File: src/rtl/fp32_multiplier.sv
// Pipelined binary32 multiplier: result on f 3 enabled edges after operands are sampled; exception flags NaN/invalid/overflow.
// start=0 freezes every stage, including f/exception; no internal backpressure.
// Optional output port `valid` when FP_MUL_VALID_OUT_EN is defined.
module fp32_multiplier (
    input  logic        clk,
    input  logic        start,
    input  logic        clrn,
    input  logic [31:0] d,
    input  logic [31:0] e,
    output logic [31:0] f,
    output logic        exception
`ifdef FP_MUL_VALID_OUT_EN
    ,
    output logic        valid
`endif
);

    typedef struct packed {
        logic               sign;
        logic               nan;
        logic               inf;
        logic               zero;
        logic signed [9:0]  exp;
        logic [47:0]        prod;
    } s1_t;

    typedef struct packed {
        logic               sign;
        logic               nan;
        logic               inf;
        logic               zero;
        logic signed [9:0]  exp;
        logic [22:0]        mant;
        logic               g;
        logic               r;
        logic               s;
    } s2_t;

    s1_t s1_q, s1_d;
    s2_t s2_q, s2_d;

    logic [7:0]  ea, eb;
    logic [22:0] fa, fb;
    logic        a_nan, a_inf, a_zero, b_nan, b_inf, b_zero;

    // Stage 1: unpack, classify (subnormals count as zero), exponent sum and significand product.
    always_comb begin
        ea     = d[30:23];
        eb     = e[30:23];
        fa     = d[22:0];
        fb     = e[22:0];
        a_nan  = (ea == 8'hFF) && (fa != 23'd0);
        a_inf  = (ea == 8'hFF) && (fa == 23'd0);
        a_zero = (ea == 8'h00);
        b_nan  = (eb == 8'hFF) && (fb != 23'd0);
        b_inf  = (eb == 8'hFF) && (fb == 23'd0);
        b_zero = (eb == 8'h00);

        s1_d      = '0;
        s1_d.sign = d[31] ^ e[31];
        s1_d.nan  = a_nan | b_nan | (a_zero & b_inf) | (a_inf & b_zero);
        s1_d.inf  = (a_inf | b_inf) & ~s1_d.nan;
        s1_d.zero = (a_zero | b_zero) & ~s1_d.nan & ~s1_d.inf;
        s1_d.exp  = $signed({2'b00, ea}) + $signed({2'b00, eb}) - 10'sd127;
        s1_d.prod = 48'({1'b1, fa}) * 48'({1'b1, fb});
    end

    // Stage 2: normalize so the leading one sits just above the 23 kept fraction bits.
    always_comb begin
        s2_d      = '0;
        s2_d.sign = s1_q.sign;
        s2_d.nan  = s1_q.nan;
        s2_d.inf  = s1_q.inf;
        s2_d.zero = s1_q.zero;
        if (s1_q.prod[47]) begin
            s2_d.exp  = s1_q.exp + 10'sd1;
            s2_d.mant = s1_q.prod[46:24];
            s2_d.g    = s1_q.prod[23];
            s2_d.r    = s1_q.prod[22];
            s2_d.s    = |s1_q.prod[21:0];
        end else begin
            s2_d.exp  = s1_q.exp;
            s2_d.mant = s1_q.prod[45:23];
            s2_d.g    = s1_q.prod[22];
            s2_d.r    = s1_q.prod[21];
            s2_d.s    = |s1_q.prod[20:0];
        end
    end

    logic              round_up;
    logic [23:0]       mant_r;
    logic signed [9:0] exp_r;
    logic [31:0]       f_d;
    logic              exc_d;

    // Stage 3: round to nearest even; a carry out of the fraction leaves it all-zero and bumps the exponent.
    always_comb begin
        round_up = s2_q.g & (s2_q.r | s2_q.s | s2_q.mant[0]);
        mant_r   = {1'b0, s2_q.mant} + {23'd0, round_up};
        exp_r    = s2_q.exp + (mant_r[23] ? 10'sd1 : 10'sd0);
        f_d      = {s2_q.sign, exp_r[7:0], mant_r[22:0]};
        exc_d    = 1'b0;
        if (s2_q.nan) begin
            f_d   = 32'h7FC0_0000;
            exc_d = 1'b1;
        end else if (s2_q.inf) begin
            f_d = {s2_q.sign, 8'hFF, 23'd0};
        end else if (s2_q.zero) begin
            f_d = {s2_q.sign, 31'd0};
        end else if (exp_r >= 10'sd255) begin
            f_d   = {s2_q.sign, 8'hFF, 23'd0};
            exc_d = 1'b1;
        end else if (exp_r <= 10'sd0) begin
            f_d = {s2_q.sign, 31'd0};
        end
    end

    always_ff @(posedge clk) begin
        if (clrn) begin
            s1_q      <= '0;
            s2_q      <= '0;
            f         <= 32'h0000_0000;
            exception <= 1'b0;
        end else if (start) begin
            s1_q      <= s1_d;
            s2_q      <= s2_d;
            f         <= f_d;
            exception <= exc_d;
        end
    end

`ifdef FP_MUL_VALID_OUT_EN
    logic v1_q, v2_q;

    always_ff @(posedge clk) begin
        if (clrn) begin
            v1_q  <= 1'b0;
            v2_q  <= 1'b0;
            valid <= 1'b0;
        end else if (start) begin
            v1_q  <= 1'b1;
            v2_q  <= v1_q;
            valid <= v2_q;
        end
    end
`endif

endmodule

File: config.mk
export PLATFORM = sky130hd
export DESIGN_NAME = fp32_multiplier
export DESIGN_NICKNAME = d
export VERILOG_FILES = /design/src/rtl/fp32_multiplier.sv
export SDC_FILE = /design/constraint.sdc
export NUM_CORES = 2
export LEC_CHECK = 0
export ABC_AREA = 1
export BUFFER_PORTS_ARGS = -buffer_cell sky130_fd_sc_hd__buf_2
export CAP_MARGIN = 15
export CORE_MARGIN = 3
export CORE_UTILIZATION = 58
export CTS_CLUSTER_DIAMETER = 40
export DETAILED_ROUTE_END_ITERATION = 16
export PLACE_DENSITY = 0.78
export REMOVE_ABC_BUFFERS = 1
export SLEW_MARGIN = 20
export SYNTH_ARGS = -nofsm -noshare
export SYNTH_HDL_FRONTEND = slang
export SYNTH_SLANG_ARGS = --single-unit
File: constraint.sdc
create_clock -name clk -period 7.8 [get_ports clk]
set_clock_uncertainty 0.1 [all_clocks]
set_input_delay 1.56 -clock clk [delete_from_list [all_inputs] [get_ports clk]]
set_output_delay 1.56 -clock clk [all_outputs]
set_load 0.01 [all_outputs]
Yosys cells after proc, flatten, opt, wreduce, memory -nomap -nowiden
Index checks and enable logic that the tools add are counted.
{"block": "op_classes", "add_sub_neg": 5, "mul": 1, "magnitude_cmp": 2, "n_eq_ne": 2, "muxes": 11, "bitwise_logic": 16, "n_reduce_logical": 12}
{"operator": "$mux W31", "n": 4}
{"operator": "$mul A24 B24 Y48", "n": 1}
{"operator": "$logic_not A23 Y1", "n": 2}
{"operator": "$reduce_bool A23 Y1", "n": 2}
{"operator": "$mux W36", "n": 1}
{"operator": "$mux W32", "n": 1}
{"operator": "$add A23 B1 Y24", "n": 1}
{"operator": "$reduce_or A22 Y1", "n": 1}
{"operator": "$reduce_or A21 Y1", "n": 1}
{"operator": "$eq A8 B8 Y1 const B", "n": 2}
{"operator": "$logic_not A8 Y1", "n": 2}
{"operator": "$add A10 B2 Y10", "n": 1}
{"operator": "$add A10 B2 Y10 const B", "n": 1}
{"operator": "$ge A10 B9 Y1 const B", "n": 1}
{"operator": "$le A10 B1 Y1 const B", "n": 1}
{"operator": "$sub A9 B7 Y10 const B", "n": 1}
{"operator": "$add A8 B8 Y9", "n": 1}
{"operator": "$or A1 B1 Y1", "n": 7}
{"operator": "$and A1 B1 Y1", "n": 6}
{"operator": "$mux W1", "n": 5}
{"operator": "$logic_and A1 B1 Y1", "n": 4}
{"operator": "$not A1 Y1", "n": 2}
{"operator": "$xor A1 B1 Y1", "n": 1}
{"block": "totals", "ff_bits": 135, "input_bits": 67, "output_inout_bits": 33, "word_cells": 66}

Depth between registers and ports, before layout
{"block": "logic_depth", "depth_word": 12, "depth_mapped": 32, "depth_no_buf": 30}

Worst setup path after synthesis
No wires, ideal clock.
{"block": "synth_timing", "path_kind": "input-to-reg", "start": "input e[3]", "end": "register s1_q[46] in the netlist's numbering", "setup_time_ns": 0.109, "arrival_ns": 7.186, "required_ns": 7.591, "slack_ns": 0.405, "stages": 29, "n_path_buf": 2, "cell_sequence": "clkbuf_1 -> clkbuf_1 -> nand2_1 -> fa_1 -> inv_1 -> fa_1 -> inv_1 -> fa_1 -> inv_1 -> fa_1 -> inv_1 -> fa_1 -> inv_1 -> fa_1 -> inv_1 -> fa_1 -> inv_1 -> ha_1 -> nand2_1 -> nor2_1 -> nand2_1 -> nor2_1 -> inv_1 -> nor2_1 -> nand2_1 -> nand4_1 -> nand3_1 -> nand2_1 -> inv_1"}
{"block": "synth_via", "elab_chain_cells": 1}
{"element": "start, declared", "line": "9", "rtl": "input logic [31:0] e,"}
{"element": "$mul A24 B24 Y48", "line": "65", "rtl": "s1_d.prod = 48'({1'b1, fa}) * 48'({1'b1, fb});"}
{"element": "end signal, assigned", "line": "120", "rtl": "s1_q <= '0;"}
{"element": "end signal, assigned", "line": "125", "rtl": "s1_q <= s1_d;"}
{"element": "end, declared", "line": "39", "rtl": "s1_t s1_q, s1_d;"}
No other way between the ends.
A chain may end at the register's enable or synchronous reset.

Final worst setup path
{"block": "layout_timing", "start": "input e[8]", "end": "register s1_q[39] in the netlist's numbering"}
The elaborated chain is that of the path after synthesis.

==> flow_metrics.py <==
metrics = {
    "status": {
        "run_status": "finished clean",
    },
    "clocking": {
        "cts_root_buf": "sky130_fd_sc_hd__clkbuf_16",
        "cts-buffers-inserted": 17,
        "clk-insertion-delay-late_ps": 420,
        "cts.repair_timing.setup_buffer_count": 0,
        "cts_hold_buffers": 0,
        "cts_buffer_depth": 2,
        "cts.reportedPaths.clkPinSlew_ps": 60,
        "cts.repair.resized": 0,
        "cts_tree": "yes",
        "cts_sinks": 135,
        "cts_max_level": 4,
    },
    "logic_synthesis": {
        "synth-async-reset-ratio_pct": 0,
        "synth_cells": 3924,
        "mappedNetlistArea_um2": 27500,
        "synth_cell_type_count": 43,
        "synth-main-ff-cell": "sky130_fd_sc_hd__dfxtp_1",
        "syn_avg_cell_area_um2": 7.02,
        "ys.warnings.count": 0,
        "synth-seq-cells": 135,
        "synth_seq_area_share_pct": 9.81,
        "synth_edf_count": 0,
    },
    "setup_path": {
        "reg2reg_from": "s2_q[5]$_SDFFE_PP0P_",
        "arrival_ps": 7620,
        "worst_ep_required_time_ps": 8020,
        "reg2reg_setup_slack_ps": 3260,
        "worstPathMaxFanout": 19,
        "worst-r2r-cell-count": 22,
        "worstSetupStartpointType": "input port",
        "criticalPathCategory": "in2reg",
        "critical_path_endpoint_category": "flip-flop",
        "cpMaxStageDelayCell": "sky130_fd_sc_hd__fa_1",
        "worstPathBufferInverterCount": 9,
        "slowest_delay_ps": 520,
        "r2r-end": "f[6]$_SDFFE_PP0P_",
        "critPathTopFamily": "adder cells",
    },
    "route": {
        "final_antenna_net_count": 0,
        "first_iter_violations": 1685,
        "routed-via-count": 23500,
        "viasPerCell": 5.13,
        "drcViolationCount": 0,
        "drt-pass1-iter-count": 6,
        "routed_wirelength_um": 70200,
        "routed_wire_length_per_instance_um": 15.3,
    },
    "min_path": {
        "timing.hold.worst.class": "reg2reg",
        "min_to": "s1_q[3]$_SDFFE_PP0P_",
        "hold_critical_path_depth": 2,
        "worstHoldStart": "s1_q[3]$_SDFFE_PP0P_",
    },
    "timing": {
        "top_achievable_clock_speed_mhz": 135,
        "worst_slew_pin_slew_ps": 904,
        "hold-worst-slack_ps": 357,
        "timing.final.setup_violations": 0,
        "finalCritPeriodShare_pct": 94.8,
        "slew_headroom_pct": 39.7,
        "setup-tns-final_ps": 0,
        "timing.final.hold_violations": 0,
        "timing.final.crit_period_ps": 7390,
        "setup_repair_after_global_routing_missed_its_margin": "false",
        "slew_limit_fails": 0,
    },
    "placed_design": {
        "io_port_bufs": 99,
        "detailedPlacementHpwl_um": 58900,
        "gp_routability_congestion": 0.953,
    },
    "finish": {
        "filler_cell_count_in_the_final_layout": 4258,
        "nets": 4711,
        "layout_commonest_cell": "sky130_fd_sc_hd__inv_1",
        "mostFrequentLayoutCells": "1165 x sky130_fd_sc_hd__inv_1, 1078 x sky130_fd_sc_hd__nand2_1, 483 x sky130_fd_sc_hd__fa_1, 223 x sky130_fd_sc_hd__nor2_1, 192 x sky130_fd_sc_hd__ha_1",
        "flow.area_growth_from_synthesis_pct": 6.66,
        "drive_gt1_share_pct": 6.10,
        "antenna_cells": 0,
    },
    "global_route": {
        "grt_pass1_wl_um": 120000,
        "grt_util_all_layers_pct": 29.4,
        "grt_start_max_net_pins": 97,
        "grt_antenna_before_repair": 0,
        "vias_in_the_first_global_route": 24300,
        "grt_overflow_total": 0,
    },
    "floorplan": {
        "die-height_um": 224,
        "die_area_um2": 50100,
        "die_width_um": 224,
        "fp.coreArea_um2": 46800,
        "floorplan.initialDensity_pct": 58.9,
        "rows": 79,
        "boundaryPins": 100,
    },
    "job": {
        "max_cap_violations": 0,
    },
}
synth_stat cells (all sizes together) (2+ instances only):
cell       n  area [µm²]
o211ai    28         210
nand4     35         219
xor2      31         272
inv     1168        4380
and2       3        20.0
o21bai     6        45.0
nor2     230         895
nor3      14        70.1
a21oi    117         619
or2        7        43.8
xnor2      3        26.3
a21o       5        37.5
ha       192        2400
nand3    155         811
clkbuf   135         507
o21ai     63         315
fa       483        9670
nor4       8        50.1
nand2   1087        4110
buf        9        55.1
nand3b     2        15.0
dfxtp    135        2700
through the flow:
stage | std cells | setup WS [ps] | utilization [%] | cell area [µm²]
after floorplan | 3780 | 927 | - | 27000
after global placement | 4557 | 50.7 | 61.6 | 28800
after detailed placement | 4557 | 35.9 | 61.6 | 28800
after CTS | 4588 | 455 | 62.8 | 29400
after global routing | 4588 | 122 | 62.8 | 29400
final | 4588 | 406 | 62.8 | 29400
cell type report:
type	instances	area, µm²	area share, %
Inverter	1168	4380	14.9
Sequential cell	135	2700	9.20
Multi-Input combinational cell	2477	19900	67.7
Timing Repair Buffer	170	1040	3.55
Tap cell	607	759	2.58
Clock buffer	18	439	1.49
Clock inverter	13	155	0.528
worst min-delay path: stages (launching register included):
cell and delay [ps]:
sky130_fd_sc_hd__dfxtp_1 290, sky130_fd_sc_hd__inv_1 60, sky130_fd_sc_hd__a21oi_1 60
cell families after synthesis:
family                   count (synthesis)  synth area share, %
AO/OA/AOI/OAI                          225                 4.64
XOR/XNOR                                34                 1.08
adder cells (fa/ha/maj)                675                 43.8
buffers and inverters                 1312                 18.0
flip-flops                             135                 9.81
AND/OR/NAND/NOR                       1543                 22.7
registers in the layout, indices dropped and copies added, names as in the netlist:
signal     count
s1_q          62
s2_q          40
f             32
exception      1
per-layer routing:
layer	global-route usage, %	up-vias	share of wire [%]
li1	-	11300	-
met1	40.4	11400	43
met2	51.1	696	49
met3	2.79	98	6.1
met4	6.40	0	1.8
met5	0	-	0
worst max path at each step:
| stage | from | endpoint | slack (ps) | depth (start not counted) |
|---|---|---|---|---|
| 2_1_floorplan | e[0] | s1_q[46]$_SDFFE_PP0P_ | 930 | 27 |
| 6_report | e[8] | s1_q[39]$_SDFFE_PP0P_ | 410 | 25 |
| 3_5_place_dp | e[6] | s1_q[39]$_SDFFE_PP0P_ | 40 | 25 |
| 4_1_cts | e[6] | s1_q[39]$_SDFFE_PP0P_ | 450 | 25 |
| 3_3_place_gp | e[8] | s1_q[23]$_SDFFE_PP0P_ | 50 | 25 |
| 5_1_grt | d[5] | s1_q[47]$_SDFFE_PP0P_ | 120 | 26 |
Power is not shown: default switching activity piles up to over one toggle a cycle in this logic, so the estimate is an artifact.
